## src/rtl/rs_mul_pkg.sv

```systemverilog
// Shared types for the multiply reservation station: operand/packet layouts,
// multiply function encoding and the CDB operand-capture helper.
package rs_mul_pkg;

    localparam int unsigned XLEN    = 32;
    localparam int unsigned PRF_LEN = 6;
    localparam int unsigned ROB_LEN = 5;

    typedef enum logic [1:0] {
        ALU_MUL    = 2'd0,
        ALU_MULH   = 2'd1,
        ALU_MULHSU = 2'd2,
        ALU_MULHU  = 2'd3
    } MUL_FUNC;

    typedef struct packed {
        logic               opa_ready;
        logic [XLEN-1:0]    opa_value;
        logic [PRF_LEN-1:0] opa_preg_idx;
        logic               opb_ready;
        logic [XLEN-1:0]    opb_value;
        logic [PRF_LEN-1:0] opb_preg_idx;
        MUL_FUNC            mul_func;
        logic [PRF_LEN-1:0] dest_preg_idx;
        logic [ROB_LEN-1:0] rob_idx;
        logic [XLEN-1:0]    PC;
    } RS_MUL_DISPATCH_PACKET;

    typedef struct packed {
        logic [XLEN-1:0]    opa_value;
        logic [XLEN-1:0]    opb_value;
        MUL_FUNC            mul_func;
        logic [PRF_LEN-1:0] dest_preg_idx;
        logic [ROB_LEN-1:0] rob_idx;
        logic [XLEN-1:0]    PC;
    } RS_MUL_PACKET;

    typedef struct packed {
        logic                  valid;
        RS_MUL_DISPATCH_PACKET op;
    } RS_MUL_ENTRY;

    // Capture a CDB broadcast into any still-waiting operand whose tag matches.
    function automatic RS_MUL_DISPATCH_PACKET wake_op(
        input RS_MUL_DISPATCH_PACKET op,
        input logic                  bc_valid,
        input logic [PRF_LEN-1:0]    bc_tag,
        input logic [XLEN-1:0]       bc_value
    );
        RS_MUL_DISPATCH_PACKET res;
        res = op;
        if (bc_valid && !op.opa_ready && (op.opa_preg_idx == bc_tag)) begin
            res.opa_ready = 1'b1;
            res.opa_value = bc_value;
        end
        if (bc_valid && !op.opb_ready && (op.opb_preg_idx == bc_tag)) begin
            res.opb_ready = 1'b1;
            res.opb_value = bc_value;
        end
        return res;
    endfunction

    function automatic RS_MUL_PACKET to_issue_packet(input RS_MUL_DISPATCH_PACKET op);
        RS_MUL_PACKET pkt;
        pkt.opa_value     = op.opa_value;
        pkt.opb_value     = op.opb_value;
        pkt.mul_func      = op.mul_func;
        pkt.dest_preg_idx = op.dest_preg_idx;
        pkt.rob_idx       = op.rob_idx;
        pkt.PC            = op.PC;
        return pkt;
    endfunction

endpackage

```

## src/rtl/rs_mul_psel.sv

```systemverilog
// Lowest-index priority selector: one-hot grant of the lowest set request bit.
module rs_mul_psel #(
    parameter int unsigned WIDTH = 4
) (
    input  logic [WIDTH-1:0] req,
    output logic [WIDTH-1:0] gnt,
    output logic             valid
);

    // Isolate the lowest set bit (two's-complement trick).
    always_comb begin
        gnt   = req & (~req + WIDTH'(1));
        valid = |req;
    end

endmodule

```

## src/rtl/rs_mul.sv

```systemverilog
// Reservation station for the pipelined multiplier. Buffers dispatched ops,
// wakes operands from the CDB, and issues one ready op at a time into a held
// packet that stays stable until the next issue.
module rs_mul
    import rs_mul_pkg::*;
#(
    parameter int unsigned RS_MUL_SIZE = 4,
    parameter int unsigned RS_MUL_LEN  = $clog2(RS_MUL_SIZE)
) (
    input  logic                  clock,
    input  logic                  reset,
    input  logic                  dispatch_enable,
    input  RS_MUL_DISPATCH_PACKET dispatch_packet,
    input  logic                  cdb_broadcast_valid,
    input  logic [PRF_LEN-1:0]    cdb_dest_preg_idx,
    input  logic [XLEN-1:0]       cdb_value,
    input  logic                  squash,
    input  logic                  mul_free,
    output RS_MUL_PACKET          rs_mul_packet,
    output logic                  mul_enable,
    output logic                  rs_mul_full
);

    RS_MUL_ENTRY entries_q [RS_MUL_SIZE];
    RS_MUL_ENTRY entries_d [RS_MUL_SIZE];

    logic [RS_MUL_SIZE-1:0] valid_vec;
    logic [RS_MUL_SIZE-1:0] ready_vec;
    logic [RS_MUL_SIZE-1:0] alloc_gnt;
    logic [RS_MUL_SIZE-1:0] issue_gnt;
    logic                   alloc_valid;
    logic                   issue_valid;
    logic [RS_MUL_LEN-1:0]  alloc_idx;
    logic [RS_MUL_LEN-1:0]  issue_idx;
    logic                   dispatch_fire;
    logic                   issue_fire;
    RS_MUL_DISPATCH_PACKET  dispatch_op;
    RS_MUL_PACKET           issue_pkt;

    // Occupancy and readiness vectors from registered entry state.
    always_comb begin
        for (int i = 0; i < RS_MUL_SIZE; i++) begin
            valid_vec[i] = entries_q[i].valid;
            ready_vec[i] = entries_q[i].valid && entries_q[i].op.opa_ready
                           && entries_q[i].op.opb_ready;
        end
        rs_mul_full = &valid_vec;
    end

    rs_mul_psel #(
        .WIDTH (RS_MUL_SIZE)
    ) u_alloc_sel (
        .req   (~valid_vec),
        .gnt   (alloc_gnt),
        .valid (alloc_valid)
    );

    rs_mul_psel #(
        .WIDTH (RS_MUL_SIZE)
    ) u_issue_sel (
        .req   (ready_vec),
        .gnt   (issue_gnt),
        .valid (issue_valid)
    );

    // Encode one-hot grants to indices and pick the issue candidate's fields.
    always_comb begin
        alloc_idx = '0;
        issue_idx = '0;
        for (int i = 0; i < RS_MUL_SIZE; i++) begin
            if (alloc_gnt[i]) alloc_idx = RS_MUL_LEN'(i);
            if (issue_gnt[i]) issue_idx = RS_MUL_LEN'(i);
        end
        issue_pkt = to_issue_packet(entries_q[issue_idx].op);
        // mul_enable still high means the multiplier has not yet dropped mul_free.
        issue_fire    = mul_free && !mul_enable && issue_valid && !squash;
        dispatch_fire = dispatch_enable && !rs_mul_full && alloc_valid && !squash;
    end

    // Next entry state: wakeup, issue release, dispatch write, squash flush.
    always_comb begin
        dispatch_op = wake_op(dispatch_packet, cdb_broadcast_valid, cdb_dest_preg_idx,
                              cdb_value);
        for (int i = 0; i < RS_MUL_SIZE; i++) begin
            entries_d[i] = entries_q[i];
            if (entries_q[i].valid) begin
                entries_d[i].op = wake_op(entries_q[i].op, cdb_broadcast_valid,
                                          cdb_dest_preg_idx, cdb_value);
            end
            if (issue_fire && (issue_idx == RS_MUL_LEN'(i))) begin
                entries_d[i].valid = 1'b0;
            end
            if (dispatch_fire && (alloc_idx == RS_MUL_LEN'(i))) begin
                entries_d[i].valid = 1'b1;
                entries_d[i].op    = dispatch_op;
            end
            if (squash) begin
                entries_d[i].valid = 1'b0;
            end
        end
    end

    // Entry array register.
    always_ff @(posedge clock) begin
        if (reset) begin
            for (int i = 0; i < RS_MUL_SIZE; i++) begin
                entries_q[i] <= '0;
            end
        end else begin
            for (int i = 0; i < RS_MUL_SIZE; i++) begin
                entries_q[i] <= entries_d[i];
            end
        end
    end

    // Issue strobe and held packet; the packet only moves on an issue.
    always_ff @(posedge clock) begin
        if (reset) begin
            mul_enable             <= 1'b0;
            rs_mul_packet          <= '0;
            rs_mul_packet.mul_func <= ALU_MUL;
        end else begin
            mul_enable <= issue_fire;
            if (issue_fire) begin
                rs_mul_packet <= issue_pkt;
            end
        end
    end

endmodule

```

## config.mk

```make
export PLATFORM = sky130hd
export DESIGN_NAME = rs_mul
export DESIGN_NICKNAME = d
export VERILOG_FILES = /design/src/rtl/rs_mul_pkg.sv /design/src/rtl/rs_mul_psel.sv /design/src/rtl/rs_mul.sv
export SDC_FILE = /design/constraint.sdc
export NUM_CORES = 2
export LEC_CHECK = 0
export ABC_AREA = 0
export BUFFER_PORTS_ARGS = -buffer_cell sky130_fd_sc_hd__buf_2
export CAP_MARGIN = 40
export CORE_MARGIN = 5
export CORE_UTILIZATION = 25
export CTS_CLUSTER_DIAMETER = 80
export DETAILED_ROUTE_END_ITERATION = 12
export PLACE_DENSITY_LB_ADDON = 0.3
export SYNTH_ARGS = -nofsm -noshare
export SYNTH_HDL_FRONTEND = slang
export SYNTH_SLANG_ARGS = --single-unit
```

## constraint.sdc

```tcl
create_clock -name clock -period 1.6 [get_ports clock]
set_input_delay 0.08 -clock clock [delete_from_list [all_inputs] [get_ports clock]]
set_output_delay 0.08 -clock clock [all_outputs]
set_load 0.01 [all_outputs]
```

==> flow_summary.json <==
{
  "status": "finished, violations left",
  "violations": "setup timing",
  "row_count": 128,
  "clock_skew_ps": 33.7,
  "cp-start-kind": "flop",
  "chipHeight_um": 360,
  "synth_area_per_cell_um2": 7.68,
  "finalNetCount": 4649,
  "clk_pin_slew_ps": 60,
  "grt_pass1_vias": 31300,
  "cts-root-buf": "clkbuf_16",
  "yosys.area.top_type_share_pct": 39.6,
  "placedCellCount": 5758,
  "core_area_mm2": 0.122,
  "clk_latency_ps": 660,
  "clockBufferDepth": 3,
  "drive_above_1_share_pct": 24.7,
  "hold_path_startpoint": "mul_free",
  "syn2layout_area_growth_pct": 41.9,
  "rrSetupSlack_ps": -260,
  "arrival_ps": 2450,
  "finalInstanceArea_mm2": 0.0435,
  "nFillCells": 12600,
  "swShare_pct": 25.2,
  "finalHoldViolCount": 0,
  "finalCriticalPeriod_ps": 1860,
  "critPathKind": "reg2reg",
  "die_w_um": 360,
  "powerDensity_mw_per_mm2": 819,
  "endpoint_kind": "flop",
  "cts_buffers": 76,
  "syn_area_mm2": 0.0306,
  "setup_viol": 556,
  "hpwl_mm": 87.8,
  "synth_seq_cells": 606,
  "place.gp.congestion": 0.814,
  "vias": 33000,
  "portBuffers": 277,
  "fin_total_pwr_w": 0.0356,
  "p_clk_share_pct": 49.3,
  "worstRegToRegCells": 8,
  "layout.cells.non_filler": 6176,
  "rsz0062_at_grt": "true",
  "synthTopCellsByArea": "dfxtp_1 (40%), nand2_1 (12%), a21oi_1 (7.2%)",
  "htreeDepth": 3,
  "cts_sinks": 606,
  "grt.overflow.total": 0,
  "start_util_pct": 25.2,
  "pwr-share-comb_pct": 7.5,
  "ir_worst_vdd_mv": 0.732,
  "ant_nets": 0,
  "drc": 0,
  "power.internal_w": 0.0266,
  "grt_max_degree": 64,
  "synth_largest_area_cell": "dfxtp_1",
  "grt_usage_pct": 20.6,
  "p_switching_w": 0.00898,
  "cap_viol_max_count": 0,
  "whs_ps": 122,
  "slew-limit-headroom_pct": 65.3,
  "antenna_found_initial": 19,
  "ys_types": 41,
  "worst_pin_slew_ps": 520,
  "r2r_end": "entries_q[1][90]",
  "ys_seq_area_share_pct": 39.6,
  "drtIter0Drc": 3734,
  "ioPinCount": 278,
  "fp.dieArea_mm2": 0.130,
  "yosysWarnings": 0,
  "hold_path_depth": 5,
  "cts_tree": "yes",
  "layout_common_cells": "nand2_1 (965), dfxtp_1 (597), a21oi_1 (422)",
  "layout_commonest_cell": "nand2_1",
  "wl_mm": 149,
  "syn-instance-count": 3989,
  "fin_crit_sh_pct": 117,
  "whs_endpoint": "rs_mul_packet[90]",
  "crit_fanout": 9,
  "finalWorstSetupSlack_ps": -265,
  "final_max_slew_viol_count": 0,
  "fmax_mhz": 536,
  "via_per_inst": 5.35,
  "synth_nets": 4156,
  "grt_pass1_wl_mm": 207,
  "hold_class": "in2reg",
  "required_ps": 2190,
  "first_pass_iters": 6,
  "wire_per_inst_um": 24.2,
  "dpl-instance-area_mm2": 0.0361,
  "rr_startpoint": "entries_q[0][123]",
  "leakagePower_nw": 14.7,
  "pwr-share-seq_pct": 43.1
}
==> worst max path at each step <==
stage	startpoint	end
2_1_floorplan	entries_q[0][123]	entries_q[0][53]
3_3_place_gp	entries_q[0][123]	entries_q[0][72]
3_5_place_dp	entries_q[0][123]	entries_q[0][72]
4_1_cts	entries_q[3][85]	entries_q[3][100]
5_1_grt	entries_q[0][123]	entries_q[1][90]
6_report	entries_q[0][123]	entries_q[1][90]
==> final cells by class <==
type | instances | area [um2] | share of cell area (%)
multi-input combinational | 2947 | 17600 | 40.5
sequential | 606 | 12200 | 28.0
timing repair buffer | 850 | 9180 | 21.1
clock buffer | 113 | 2220 | 5.11
tap | 1625 | 2030 | 4.68
clock inverter | 22 | 258 | 0.593
antenna | 12 | 30.0 | 0.0691
inverter | 1 | 3.75 | 0.00863
==> routing by layer <==
layer	vias to the layer above	global-route usage, %	wire [um]
met5	-	0	36
met4	6	6.61	5140
met3	257	3.60	12100
met2	1490	33.1	67300
met1	16200	28.0	64700
li1	15100	-	-
==> registers in the layout, indices dropped and copies added, names as in the netlist <==
register       cells
entries_q        496
rs_mul_packet    109
mul_enable         1
==> logic make-up after synthesis <==
logic type / synth area share (%)
flops: 39.6
buf+inv: 6.20
compound gates: 21.0
mux: 9.41
xor+xnor: 1.72
simple gates: 22.1
==> power groups by stage <==
| stage | clock network [W] | logic [W] | registers [W] |
|---|---|---|---|
| floorplan | 0 | 0.00102 | 0.0157 |
| global placement | 0 | 0.00213 | 0.0157 |
| detailed placement | 0 | 0.00214 | 0.0157 |
| CTS | 0.0179 | 0.00258 | 0.0154 |
| global route | 0.0185 | 0.00284 | 0.0154 |
| finish | 0.0176 | 0.00268 | 0.0154 |
==> Yosys cell counts (all sizes together) <==
| library cell | number |
|---|---|
| clkbuf | 311 |
| nand4b | 1 |
| nor2 | 115 |
| xnor2 | 29 |
| and2 | 1 |
| nor4 | 2 |
| o22a | 97 |
| and4 | 5 |
| dfxtp | 606 |
| and3b | 1 |
| a31oi | 256 |
| o21a | 1 |
| or3b | 1 |
| a211oi | 129 |
| nand2b | 2 |
| xor2 | 31 |
| or2 | 3 |
| or3 | 4 |
| o21ai | 15 |
| o31ai | 1 |
| mux2 | 256 |
| and3 | 4 |
| a21oi | 438 |
| nand2 | 1015 |
| nand3b | 32 |
| buf | 125 |
| nor3b | 3 |
| nor3 | 22 |
| inv | 1 |
| a22oi | 97 |
| nand4 | 8 |
| nand3 | 374 |
| nor2b | 3 |
==> through the flow <==
step                      setup slack, ps  setup TNS (ps)  utilization, %
after detailed placement             -432         -109030            29.7
after floorplan                     -70.2           -5020               -
final                                -265          -81590            35.7
after CTS                            -219          -60340            34.0
after global routing                 -332         -120400            35.7
after global placement               -402          -89850            29.7
==> critical path, cell delays in order, from the launching register on <==
cell and delay (ps):
dfxtp_4 410, nor3b_4 270, buf_6 170, buf_12 110, clkbuf_16 160, clkbuf_16 160
nand2_1 50, mux2_1 300, a31oi_1 160
==> timing repair <==
item                                    4_1_cts  5_1_grt
pin swaps                                    66      104
gates resized for setup                     132      189
gates cloned                                 16       42
endpoints found under the hold margin       499        8
hold buffers                                154        3
endpoints found under the setup margin      551      601
buffers inserted                             23       37
Power figures use the tool's default switching activity.
